===== config.mk =====
export PLATFORM = sky130hd
export DESIGN_NAME = edge_event_arbiter
export DESIGN_NICKNAME = d
export VERILOG_FILES = /design/src/rtl/edge_event_arbiter.sv
export SDC_FILE = /design/constraint.sdc
export NUM_CORES = 1
export LEC_CHECK = 0
export ABC_CLOCK_PERIOD_IN_PS = 2200
export BUFFER_PORTS_ARGS = -buffer_cell sky130_fd_sc_hd__buf_2
export CORE_MARGIN = 4
export CORE_UTILIZATION = 56
export CTS_BUF_LIST = sky130_fd_sc_hd__clkbuf_8
export DETAILED_ROUTE_END_ITERATION = 8
export HOLD_SLACK_MARGIN = 0.1
export PLACE_DENSITY = 0.9
export SYNTH_ARGS = -nofsm -noshare
export SYNTH_HDL_FRONTEND = slang
export SYNTH_SLANG_ARGS = --single-unit

===== constraint.sdc =====
create_clock -name clk -period 2.2 [get_ports clk]
set_input_delay 0.11 -clock clk [delete_from_list [all_inputs] [get_ports clk]]
set_output_delay 0.11 -clock clk [all_outputs]
set_load 0.1 [all_outputs]

===== src/rtl/edge_event_arbiter.sv =====
// Edge-event collector: synchronises level inputs, detects enabled edges,
// holds one pending event per channel and serves them round-robin.
module edge_event_arbiter #(
  parameter int NUM_CH      = 4,
  parameter int CH_W        = 2,
  parameter int SYNC_STAGES = 2
) (
  input  logic              clk,
  input  logic              rst,
  input  logic [NUM_CH-1:0] sig_in,
  input  logic [NUM_CH-1:0] rise_en,
  input  logic [NUM_CH-1:0] fall_en,
  input  logic              evt_ready,
  output logic              evt_valid,
  output logic [CH_W-1:0]   evt_ch,
  output logic              evt_rising,
  output logic [NUM_CH-1:0] overflow,
  input  logic              ovf_clr
);

  logic [NUM_CH-1:0] sync_q [SYNC_STAGES];
  logic [NUM_CH-1:0] sync_s;
  logic [NUM_CH-1:0] prev_q;
  logic [NUM_CH-1:0] rise;
  logic [NUM_CH-1:0] fall;
  logic [NUM_CH-1:0] edge_det;
  logic [NUM_CH-1:0] pend_v;
  logic [NUM_CH-1:0] pend_r;
  logic [NUM_CH-1:0] gnt_oh;
  logic [NUM_CH-1:0] ovf_set;
  logic [CH_W-1:0]   last_grant;
  logic [CH_W-1:0]   grant;
  logic              found;
  logic              load;

  assign sync_s = sync_q[SYNC_STAGES-1];

  // Synchroniser chain and previous-level register for edge detection
  always_ff @(posedge clk or posedge rst) begin
    if (rst) begin
      for (int i = 0; i < SYNC_STAGES; i++) sync_q[i] <= '0;
      prev_q <= '0;
    end else begin
      sync_q[0] <= sig_in;
      for (int i = 1; i < SYNC_STAGES; i++) sync_q[i] <= sync_q[i-1];
      prev_q <= sync_s;
    end
  end

  // Enabled edge detection on the synchronised level
  always_comb begin
    rise     = sync_s & ~prev_q & rise_en;
    fall     = ~sync_s & prev_q & fall_en;
    edge_det = rise | fall;
  end

  // Round-robin search starting just after the last granted channel
  always_comb begin
    grant = '0;
    found = 1'b0;
    for (int i = 1; i <= NUM_CH; i++) begin
      if (!found && pend_v[(int'(last_grant) + i) % NUM_CH]) begin
        found = 1'b1;
        grant = CH_W'((int'(last_grant) + i) % NUM_CH);
      end
    end
    load   = (!evt_valid || evt_ready) && found;
    gnt_oh = '0;
    if (load) gnt_oh[grant] = 1'b1;
    ovf_set = edge_det & pend_v & ~gnt_oh;
  end

  // Pending slots: a slot granted this cycle may reload with a new edge
  always_ff @(posedge clk or posedge rst) begin
    if (rst) begin
      pend_v <= '0;
      pend_r <= '0;
    end else begin
      for (int i = 0; i < NUM_CH; i++) begin
        if (edge_det[i] && (!pend_v[i] || gnt_oh[i])) begin
          pend_v[i] <= 1'b1;
          pend_r[i] <= rise[i];
        end else if (gnt_oh[i]) begin
          pend_v[i] <= 1'b0;
        end
      end
    end
  end

  // Sticky overflow flags; a new drop wins over a clear
  always_ff @(posedge clk or posedge rst) begin
    if (rst) overflow <= '0;
    else overflow <= (ovf_clr ? '0 : overflow) | ovf_set;
  end

  // Output register, held while the consumer stalls
  always_ff @(posedge clk or posedge rst) begin
    if (rst) begin
      evt_valid  <= 1'b0;
      evt_ch     <= '0;
      evt_rising <= 1'b0;
      last_grant <= CH_W'(NUM_CH - 1);
    end else if (load) begin
      evt_valid  <= 1'b1;
      evt_ch     <= grant;
      evt_rising <= pend_r[grant];
      last_grant <= grant;
    end else if (evt_ready) begin
      evt_valid  <= 1'b0;
    end
  end

endmodule

==> results_dict.tcl <==
set metrics [dict create \
    timing.rr.end "pend_r[3]" \
    holdPathEnd "pend_v[3]" \
    setup_ws_ns 0.267 \
    fin_crit_ns 1.93 \
    areaGrowthSynthToFinish_pct 25.5 \
    tritoncts.num_buffers 5 \
    cp_top_family "simple AND/OR/NAND/NOR gates" \
    async_flop_share_pct 100 \
    hpwl_um 1880 \
    grt_pass1_wl_um 4710 \
    cp_cell_sequence "nand2b_1, a21boi_1, nor3_1, o21ai_1, a211o_1" \
    synthTopCellsByCount "dfrtp_1, nand2_1, inv_1, nor2_1" \
    finalCritPeriodShare_pct 87.9 \
    setup_viol 0 \
    antenna_cells 0 \
    fin_setup_tns_ns 0 \
    cts_setup_buffers 0 \
    min-delay-path-class "primary input to flip-flop" \
    grt_max_degree 19 \
    yosys.area.top_type "dfrtp_1" \
    clkTransAtPathRegs_ns 0.06 \
    ios 24 \
    reg2reg_setup_slack_ns 0.27 \
    synthTopCellsByArea "dfrtp_1, dfstp_2, nand2_1" \
    cap_violations 0 \
    wire_per_inst_um 14.1 \
    cts_sinks 30 \
    leakage_nw 0.761 \
    status "finished clean" \
    power_per_cell_area_mw_per_mm2 1570 \
    max_freq_ghz 0.517 \
    ir_worst_vdd_uv 1020 \
    worstPathMaxFanout 4 \
    die_height_um 55.7 \
    synth_cell_types 35 \
    clock_skew_ns 0.00156 \
    grt_use_total_pct 19.4 \
    pre_cts_ws_ns 0.295 \
    worstHoldPathCells 3 \
    ctsResizeCount 0 \
    via_per_inst 5.38 \
    synthesis.area_mm2 0.00127 \
    num_vias 973 \
    final-hold-violation-count 0 \
    critical_path_buf_inv_count 0 \
    ys.flop_type "dfrtp_1" \
    cts_max_level 2 \
    synth_top_cell_area_share_pct 55.1 \
    avgSynthCellArea_um2 10.9 \
    die_w_um 55.7 \
    synth-edff-count 0 \
    place.gp.congestion 0.900 \
    yosysWarnings 0 \
    postRouteAntennaNets 0 \
    cts_hold_buf 6 \
    cp.required_ns 2.36 \
    root_buffer "clkbuf_8" \
    syn-num-nets 133 \
    drtPass1Iterations 4 \
    hp-start "fall_en[3]" \
    drtIter0Drc 8 \
    arrival_ns 2.09 \
    worst_setup_path_start_kind "flip-flop" \
    cp_slowest_cell "dfstp_2" \
    grt_pass1_vias 1110 \
    grt_setup_unrepaired "false" \
    start_util_pct 61.7 \
    synth_cells 117 \
    grt_overflow 0 \
    ys_ff_latch 30 \
    drc 0 \
    end_kind "flip-flop" \
    core.rowCount 16 \
    io_buffers 23 \
    nNetsFinal 169 \
    drt_wl_total_um 2550 \
    die-area_mm2 0.00310 \
    ys_seq_area_share_pct 59.2 \
    synth.most_common_cell "dfrtp_1" \
    reg2regPathDepth 5 \
    drive_above_1_share_pct 27.3 \
    grt_antenna_before_repair 0 \
    slew_violations 0 \
    r2r_start "last_grant[0]" \
    clock_latency_ns 0.27 \
    worst_pin_slew_ns 0.511 \
    cts_tree "yes" \
    slowest_delay_ns 0.55 \
    core-area_mm2 0.00206 \
    n_fill_cell 139 \
    clock_path_buffers 2 \
    max-slew-margin-rel_pct 65.7 \
    crit_type "flip-flop to flip-flop" \
]
[worst register-to-register path, delay by kind of cell, from the launching register on]
kind / cells / cell delay (ns)
AND/OR/NAND/NOR: 2 / 0.64
AO/OA/AOI/OAI: 3 / 0.63
flip-flops: 1 / 0.55
[cell usage in the layout, fill, tap and decap left out, types with 2 or more instances in the layout]
master | netlist | layout
dfrtp_1 | 28 | 28
buf_2 | 1 | 23
inv_1 | 11 | 13
nand2_1 | 13 | 13
nor2_1 | 9 | 9
dlygate4sd3_1 | 0 | 6
nand2b_1 | 5 | 5
nor3_1 | 5 | 5
a21oi_1 | 5 | 5
clkbuf_8 | 0 | 5
o21ai_0 | 4 | 4
o22ai_1 | 4 | 4
buf_4 | 0 | 3
o21ai_2 | 2 | 2
and3b_1 | 2 | 2
a31oi_1 | 2 | 2
nand3b_1 | 2 | 2
o211ai_1 | 2 | 2
a221oi_2 | 2 | 2
dfstp_2 | 2 | 2
[state kept, by name (all words and copies together), names as in the netlist]
| signal | cells |
|---|---|
| sync_s | 4 |
| last_grant | 2 |
| pend_v | 4 |
| pend_r | 4 |
| evt_valid | 1 |
| overflow | 4 |
| evt_rising | 1 |
| prev_q | 4 |
| evt_ch | 2 |
| sync_q | 4 |
[per-stage QoR]
step	power, mW	hold slack [ns]	instances	instance area, um^2	utilization (%)
floorplan	1.76	0.141	117	1270	-
global placement	1.94	0.146	167	1430	69.4
detailed placement	1.99	0.159	167	1430	69.4
CTS	2.53	0.105	181	1600	77.4
global route	2.67	0.125	181	1600	77.4
finish	2.51	0.113	181	1600	77.4
[layout make-up]
cell class | instances | area (um^2) | share of cell area, %
tap | 27 | 33.8 | 2.12
clock buffer | 5 | 68.8 | 4.31
sequential | 30 | 753 | 47.2
clock inverter | 3 | 37.5 | 2.35
timing repair buffer | 32 | 198 | 12.4
inverter | 11 | 41.3 | 2.59
multi-input combinational | 73 | 464 | 29.1
[kinds of logic (layout without fill, tap and decap cells)]
family | Yosys count | in the layout | share of synthesized area, %
muxes | 1 | 1 | 0.787
buffers and inverters | 14 | 51 | 4.33
DFF | 30 | 30 | 59.2
and+or+nand+nor | 43 | 43 | 17.7
AOI/OAI and AO/OA | 29 | 29 | 18.0
[worst max path at each step]
stage                        from    endpoint  depth (start not counted)
detailed placement      pend_v[1]  evt_rising                          5
global route        last_grant[0]   pend_r[3]                          5
floorplan               evt_valid   pend_r[1]                          6
CTS                 last_grant[0]   pend_r[3]                          5
global placement        pend_v[0]   pend_r[3]                          5
finish              last_grant[0]   pend_r[3]                          5
[routing by layer]
layer | track usage [%] | routed length (um)
met5 | 0 | 0
met4 | 8.33 | 42
met3 | 7.66 | 131
met2 | 33.8 | 1380
met1 | 20.6 | 995
[power by group]
group	internal, mW	switching (mW)
Combinational	0.340	0.812
Clock	0.329	0.182
Sequential	0.708	0.142
Note: power is estimated with default switching activity, not from simulation.
